### config.mk
export PLATFORM = sky130hd
export DESIGN_NAME = uart_rx
export DESIGN_NICKNAME = d
export VERILOG_FILES = /design/src/rtl/uart_rx.sv
export SDC_FILE = /design/constraint.sdc
export NUM_CORES = 1
export LEC_CHECK = 0
export BUFFER_PORTS_ARGS = -buffer_cell sky130_fd_sc_hd__buf_2
export CELL_PAD_IN_SITES_DETAIL_PLACEMENT = 0
export CELL_PAD_IN_SITES_GLOBAL_PLACEMENT = 2
export CORE_ASPECT_RATIO = 1.2
export CORE_MARGIN = 5
export CORE_UTILIZATION = 25
export DETAILED_ROUTE_END_ITERATION = 6
export PLACE_DENSITY = 0.54
export SETUP_SLACK_MARGIN = 0.02
export SKIP_CTS_REPAIR_TIMING = 1
export SYNTH_ARGS = -nofsm -noshare
export SYNTH_HDL_FRONTEND = slang
export SYNTH_SLANG_ARGS = --single-unit
### constraint.sdc
create_clock -name i_clk -period 1.83 [get_ports i_clk]
set_input_delay 0.183 -clock i_clk [delete_from_list [all_inputs] [get_ports i_clk]]
set_output_delay 0.183 -clock i_clk [all_outputs]
set_load 0.01 [all_outputs]
### src/rtl/uart_rx.sv
// UART receiver: 2-flop synchronized line, oversampled majority-vote bit sampling, optional even/odd parity.
// Latency: result pulses one cycle after the last tick of the stop bit (plus 2 cycles of input synchronizer).
// Backpressure: none; every frame produces exactly one pulse (data_valid, par_err or stp_err), nothing is queued.
// Ports:
//   i_clk, i_rst          - clock (one oversample tick per cycle), async active-high reset
//   i_rx_in               - asynchronous serial line, idle high
//   i_par_en, i_par_typ   - parity enable / type (0 even, 1 odd), captured at start detection
//   o_p_data              - last correctly received word, updated only with o_data_valid
//   o_data_valid          - one-cycle pulse, good frame
//   o_par_err, o_stp_err  - one-cycle pulses, parity mismatch / stop bit sampled 0 (stop error wins)
module uart_rx #(
  parameter int OVERSAMPLE = 8,
  parameter int DATA_WIDTH = 8
) (
  input  logic                  i_clk,
  input  logic                  i_rst,
  input  logic                  i_rx_in,
  input  logic                  i_par_en,
  input  logic                  i_par_typ,
  output logic [DATA_WIDTH-1:0] o_p_data,
  output logic                  o_data_valid,
  output logic                  o_par_err,
  output logic                  o_stp_err
);

  localparam int TW = (OVERSAMPLE > 2) ? $clog2(OVERSAMPLE) : 1;
  localparam int BW = (DATA_WIDTH > 1) ? $clog2(DATA_WIDTH) : 1;

  localparam logic [TW-1:0] T_LAST = TW'(OVERSAMPLE - 1);
  localparam logic [TW-1:0] T_S0   = TW'(OVERSAMPLE / 2 - 1);
  localparam logic [TW-1:0] T_S1   = TW'(OVERSAMPLE / 2);
  localparam logic [TW-1:0] T_S2   = TW'(OVERSAMPLE / 2 + 1);
  localparam logic [BW-1:0] B_LAST = BW'(DATA_WIDTH - 1);

  typedef enum logic [2:0] {
    S_IDLE,
    S_START,
    S_DATA,
    S_PARITY,
    S_STOP
  } state_t;

  state_t                  state_q, state_d;
  logic                    rx_meta_q, rx_meta_d;
  logic                    rx_s_q, rx_s_d;
  logic                    rx_prev_q, rx_prev_d;
  logic [TW-1:0]           tick_q, tick_d;
  logic [BW-1:0]           bit_cnt_q, bit_cnt_d;
  logic [2:0]              samp_q, samp_d;
  logic [DATA_WIDTH-1:0]   shift_q, shift_d;
  logic                    par_en_q, par_en_d;
  logic                    par_typ_q, par_typ_d;
  logic                    frm_par_err_q, frm_par_err_d;
  logic [DATA_WIDTH-1:0]   p_data_q, p_data_d;
  logic                    data_valid_q, data_valid_d;
  logic                    par_err_q, par_err_d;
  logic                    stp_err_q, stp_err_d;

  logic                    samp2;
  logic                    voted;
  logic                    bit_end;

  always_comb begin
    // With OVERSAMPLE=4 the third vote sample lands on the decision tick itself,
    // so it must come straight from the line rather than the sample register.
    samp2   = (tick_q == T_S2) ? rx_s_q : samp_q[2];
    voted   = (samp_q[0] & samp_q[1]) | (samp_q[0] & samp2) | (samp_q[1] & samp2);
    bit_end = (state_q != S_IDLE) && (tick_q == T_LAST);

    state_d       = state_q;
    rx_meta_d     = i_rx_in;
    rx_s_d        = rx_meta_q;
    rx_prev_d     = rx_s_q;
    tick_d        = tick_q;
    bit_cnt_d     = bit_cnt_q;
    samp_d        = samp_q;
    shift_d       = shift_q;
    par_en_d      = par_en_q;
    par_typ_d     = par_typ_q;
    frm_par_err_d = frm_par_err_q;
    p_data_d      = p_data_q;
    data_valid_d  = 1'b0;
    par_err_d     = 1'b0;
    stp_err_d     = 1'b0;

    if (state_q != S_IDLE) begin
      tick_d = (tick_q == T_LAST) ? '0 : tick_q + TW'(1);
      if (tick_q == T_S0) samp_d[0] = rx_s_q;
      if (tick_q == T_S1) samp_d[1] = rx_s_q;
      if (tick_q == T_S2) samp_d[2] = rx_s_q;
    end

    case (state_q)
      S_IDLE: begin
        tick_d = '0;
        // rx_prev_q tracks the line every cycle, so a line stuck low after a
        // stop error cannot retrigger until it has been seen high again.
        if (rx_prev_q && !rx_s_q) begin
          state_d       = S_START;
          tick_d        = TW'(1);  // detection cycle is tick 0 of the start bit
          bit_cnt_d     = '0;
          par_en_d      = i_par_en;
          par_typ_d     = i_par_typ;
          frm_par_err_d = 1'b0;
        end
      end
      S_START: begin
        if (bit_end) state_d = voted ? S_IDLE : S_DATA;
      end
      S_DATA: begin
        if (bit_end) begin
          shift_d   = {voted, shift_q[DATA_WIDTH-1:1]};
          bit_cnt_d = bit_cnt_q + BW'(1);
          if (bit_cnt_q == B_LAST) state_d = par_en_q ? S_PARITY : S_STOP;
        end
      end
      S_PARITY: begin
        if (bit_end) begin
          if (voted != ((^shift_q) ^ par_typ_q)) frm_par_err_d = 1'b1;
          state_d = S_STOP;
        end
      end
      S_STOP: begin
        if (bit_end) begin
          state_d = S_IDLE;
          if (!voted) begin
            stp_err_d = 1'b1;
          end else if (frm_par_err_q) begin
            par_err_d = 1'b1;
          end else begin
            data_valid_d = 1'b1;
            p_data_d     = shift_q;
          end
        end
      end
      default: state_d = S_IDLE;
    endcase
  end

  always_ff @(posedge i_clk or posedge i_rst) begin
    if (i_rst) begin
      state_q       <= S_IDLE;
      rx_meta_q     <= 1'b1;
      rx_s_q        <= 1'b1;
      rx_prev_q     <= 1'b1;
      tick_q        <= '0;
      bit_cnt_q     <= '0;
      samp_q        <= '0;
      shift_q       <= '0;
      par_en_q      <= 1'b0;
      par_typ_q     <= 1'b0;
      frm_par_err_q <= 1'b0;
      p_data_q      <= '0;
      data_valid_q  <= 1'b0;
      par_err_q     <= 1'b0;
      stp_err_q     <= 1'b0;
    end else begin
      state_q       <= state_d;
      rx_meta_q     <= rx_meta_d;
      rx_s_q        <= rx_s_d;
      rx_prev_q     <= rx_prev_d;
      tick_q        <= tick_d;
      bit_cnt_q     <= bit_cnt_d;
      samp_q        <= samp_d;
      shift_q       <= shift_d;
      par_en_q      <= par_en_d;
      par_typ_q     <= par_typ_d;
      frm_par_err_q <= frm_par_err_d;
      p_data_q      <= p_data_d;
      data_valid_q  <= data_valid_d;
      par_err_q     <= par_err_d;
      stp_err_q     <= stp_err_d;
    end
  end

  assign o_p_data     = p_data_q;
  assign o_data_valid = data_valid_q;
  assign o_par_err    = par_err_q;
  assign o_stp_err    = stp_err_q;

endmodule
After elaboration in Yosys (flattened, before gate mapping)
Cells that the tools add are included.
{"block": "classes", "bitwise": 7, "muxes": 32, "n_eq_ne": 17, "n_reduce_logical": 17, "addsub": 2}
{"operator": "$mux 3", "count": 12}
{"operator": "$mux 1", "count": 16}
{"operator": "$eq 3x3->1 const B", "count": 5}
{"operator": "$pmux 3 s5", "count": 1}
{"operator": "$ne 2x2->1 const B", "count": 7}
{"operator": "$eq 3x2->1 const B", "count": 3}
{"operator": "$reduce_and 2->1", "count": 4}
{"operator": "$reduce_and 4->1", "count": 2}
{"operator": "$reduce_xor 8->1", "count": 1}
{"operator": "$add 3x1->3 const B", "count": 2}
{"operator": "$pmux 3 s2", "count": 1}
{"operator": "$reduce_and 6->1", "count": 1}
{"operator": "$reduce_bool 2->1", "count": 3}
{"operator": "$and 1x1->1", "count": 3}
{"operator": "$eq 3x1->1 const B", "count": 1}
{"operator": "$logic_not 3->1", "count": 1}
{"operator": "$reduce_and 3->1", "count": 1}
{"operator": "$reduce_bool 3->1", "count": 1}
{"operator": "$logic_and 1x1->1", "count": 2}
{"operator": "$mux 2", "count": 1}
{"operator": "$or 1x1->1", "count": 2}
{"operator": "$pmux 1 s2", "count": 1}
{"operator": "$logic_not 1->1", "count": 1}
{"operator": "$ne 1x1->1", "count": 1}
{"operator": "2 further kinds", "count": 2}
{"block": "word_totals", "output_inout_bits": 11, "ff_bits": 37, "wordCells": 92}

Logic depth before layout (Yosys ltp)
{"block": "depth", "depth_word": 9, "depth_mapped": 8, "depth_no_buf": 7}

Worst setup path before layout
No wires, ideal clock.
{"block": "synth_timing", "path_type": "flip-flop to flip-flop", "start": "reg tick_q[0]", "end": "reg p_data_q[0] (netlist: o_p_data[0])", "slack_ns": -0.191, "required_ns": 1.705, "period_less_slack_ns": 2.021, "path_buffers": 1, "t_arrival_ns": 1.896, "path_stages_with_launch": 8, "cell_sequence": "dfrtp_1 ha_1 nand2_2 mux2_4 maj3_2 nor3b_2 buf_6 mux2_4"}
{"block": "synth_via", "elab_chain_cells": 6, "elab_cells_between_ends": 9, "classes_between": "eq/ne: 2; mux: 1; bitwise: 4; reduce/logical: 2"}
{"item": "start, declared", "line": "47", "text": "logic [TW-1:0] tick_q, tick_d;"}
{"item": "start signal, assigned", "line": "162", "text": "tick_q <= tick_d;"}
{"item": "$eq 3x3->1", "line": "66", "text": "samp2 = (tick_q == T_S2) ? rx_s_q : samp_q[2];"}
{"item": "$mux 1"}
{"item": "$and 1x1->1", "line": "67", "text": "voted = (samp_q[0] & samp_q[1]) | (samp_q[0] & samp2) | (samp_q[1] & samp2);"}
{"item": "$or 1x1->1 (2 in series)", "line": "67"}
{"item": "$reduce_and 4->1 (no line) (*)"}
{"item": "end signal, assigned", "line": "169", "text": "p_data_q <= p_data_d;"}
{"item": "end, declared", "line": "54", "text": "logic [DATA_WIDTH-1:0] p_data_q, p_data_d;"}
Every way passes the cells marked *; elsewhere a longest branch is shown, timed or not.
A chain may end at the register's enable or synchronous reset.

Worst setup path in the final report
{"block": "layout_timing", "start": "reg tick_q[0]", "end": "reg p_data_q[7] (netlist: o_p_data[7])"}
Same word-level chain as after synthesis.

==> metrics <==
Placer Congestion=between 0.7 and 0.8; antenna diode count=0; top cells by area, synth=dfrtp_1, mux2_2, mux2_4, ha_1, dfstp_2; layout cell share with drive strength beyond 1=a little under half; Simple-Gate Fraction of Synth Area=7.333%; Starting Density=between 20% and 30%; fmax=between 400 and 500 MHz; Post-DRT Antenna Nets=0; fill cell count=679; die span in y=between 100 and 150 µm; Layout Skew=0.007259 ns; CTS sink cnt=37; DRT iter0 DRCs=25; Final nets=174; startpoint types=flop; FF+latch count, synth=37; CTS root buffer=clkbuf_8; clock-pin slew on the worst setup and hold paths=approximately 0.080 ns; RR Endpoint=o_p_data[7]; CTS Buf Count=5; sequential share of power=approximately two fifths; H-tree depth=2; drt total wl=roughly 3.3 mm; worst rel slew slack=roughly two thirds; initial antenna violation count=0; HP Class=in -> async; Setup CP Type=reg -> reg; # setup viols final=17; worst hold slack=-0.008084 ns; outcome=finished with violations; IO Count=16; Row Count=32; crit path DAT=between 2 and 2.5 ns; count of pins over their slew limit=0; Reg2Reg Setup Slack=-0.17 ns; Synth Area in Compound Gates=about 5.6%; final core utilization=roughly a third; Tcrit/Tclk final=109.3%; worst r2r src=tick_q[0]; number of global-route vias before repair=roughly 1100; Design Area, Final=2136 µm²; die area=8507 µm²; CTS tree=built; xor and xnor area share after synthesis=just under 5%; HPWL Detailed=between 2 and 2.5 mm; clock share of power=28.6%; post-synthesis mux area share=17.33%; commonest non-fill, non-tap cell in the layout=dfrtp_1; failing checks=hold timing, setup timing; Synth Warn #=0; Syn Nets=roughly 140; Period minus WS final=roughly 2.0 ns; GRT Overall Usage=under 10%; Seq/Total Area, Yosys=between 50% and 60%; Yosys cell types=34; leakage power=about 0.0011 µW; WP data required=2.00 ns; Post-Syn Area=between 1500 and 2000 µm²; Worst Setup Slack, final=-0.1705 ns; commonest cells after routing, fill and taps aside=dfrtp_1, buf_4, buf_2; Mapped Cells=approximately 130; pin count of the biggest net entering global routing=38; VDD IR max=0.4849 mV; placed cell area=1949 µm²; Int Pwr=about 1800 µW; met1 wire length=1.372 mm; Synth area leader=dfrtp_1; die width=approximately 85 µm; met3 wire length=~170 µm; Sw Pwr=742.3 µW; Top Metal Used=met4; PD cells=between 1000 and 1500 nW/µm²; Avg Vias per Cell=roughly 4.3; r2r worst-path depth=7; combinational share of power=between 20% and 30%; remaining global-route overflow=0; Avg Synthesized Cell Area=approximately 13 µm²; Bufs on Longest Clock Path=2; CP max FO=9; switching part of the total power=between 20% and 30%; crit path capture type=flop; Max-Cap Viols=0; PortBufs=15; largest family of logic cells by synthesized area=multiplexers; Yosys top cell area share=between 50 and 60%; post-DR wirelength/cell=13.20 µm; global-route wire length before repair=approximately 5.5 mm; met2 wire length=1.676 mm; drt pass-1 iters=4; RSZ-0062 raised after global routing=true; area added between synthesis and finish=26.44%; DR DRC count=0; final-report hold violation count=19; latest clock arrival within the worst-skew pair=about 0.29 ns; adder-cell area share of the yosys netlist=5.852%; Slew @ Worst Pin=between 0.4 and 0.5 ns; Vias=~1100; Core ar.=about 6500 µm²
-- critical path, stage by stage, from the launching register on --
cell     delay, ns
dfrtp_1       0.41
ha_2          0.20
nand2_2       0.08
mux2_4        0.30
maj3_2        0.30
nor3b_4       0.16
buf_12        0.15
mux2_4        0.29
-- sequential cells by signal (all words and copies together) (netlist names), 3 cells and up --
| register | cells |
|---|---|
| tick_q | 3 |
| samp_q | 3 |
| bit_cnt_q | 3 |
| state_q | 3 |
| o_p_data | 8 |
| shift_q | 8 |
-- worst max-delay path by stage --
stage,startpoint,to,depth (start not counted)
after floorplan,tick_q[1],o_p_data[0],8
after global placement,tick_q[1],o_p_data[1],7
after detailed placement,tick_q[1],o_p_data[1],7
after CTS,tick_q[1],o_p_data[7],7
after global routing,tick_q[1],o_p_data[7],8
final,tick_q[0],o_p_data[7],7
-- power by group through the flow --
stage	Clock [µW]	Sequential (µW)	Combinational [µW]
after floorplan	0	1030	474
after global placement	0	1050	699
after detailed placement	0	1060	700
after CTS	744	1050	705
after global routing	782	1060	846
final	719	1040	751
-- stage by stage --
step,instances,setup TNS (ns),total power (µW),setup WS (ns)
floorplan,126,-1.248,1506,-0.1560
global placement,235,-3.560,1754,-0.4200
global route,248,-3.119,2691,-0.2136
CTS,243,-4.470,2495,-0.5272
detailed placement,235,-4.348,1763,-0.5066
finish,248,-1.561,2515,-0.1705
-- synthesized netlist by cell type --
cell / n
o41ai_1: 1
o32ai_1: 1
maj3_2: 1
or3_1: 2
ha_1: 7
buf_6: 1
buf_4: 1
dfrtp_1: 34
dfstp_2: 3
xor2_1: 1
a22o_1: 3
buf_2: 2
nor2b_1: 1
nand2_2: 1
a31oi_1: 1
a221oi_1: 1
nand4b_1: 1
nor3_1: 2
mux2_4: 9
xnor2_1: 6
o31ai_1: 1
nor2_1: 4
clkbuf_1: 2
inv_1: 8
mux2_2: 14
nand3_1: 2
nand2_1: 6
xnor3_1: 1
and2_1: 2
a21o_1: 1
nor3b_2: 1
o21ai_0: 2
and3_2: 1
a21oi_1: 2
-- area by class of cell --
type	instances	area, µm²	share of cell area (%)
clock inverters	3	46.29	2.168
well taps	85	106.4	4.979
flip-flops and latches	37	929.6	43.53
multi-input cells	75	714.4	33.45
clock buffers	5	68.82	3.222
repair buffers	35	240.2	11.25
inverters	8	30.03	1.406
-- cell families (layout without fill, tap and decap cells) --
group	Yosys count	in the layout
AOI/OAI and AO/OA	13	13
xor gates and xnor gates	8	8
and+or+nand+nor	23	23
adders and majority gates	8	8
buffers and inverters	14	51
DFF	37	37
muxes	23	23
-- layer usage --
layer	global-route usage [%]	vias to the layer above
met5	0	-
met4	3.654	0
met3	2.299	6
met2	13.76	18
met1	9.944	522
li1	-	508
(Power assumes the default switching activity.)
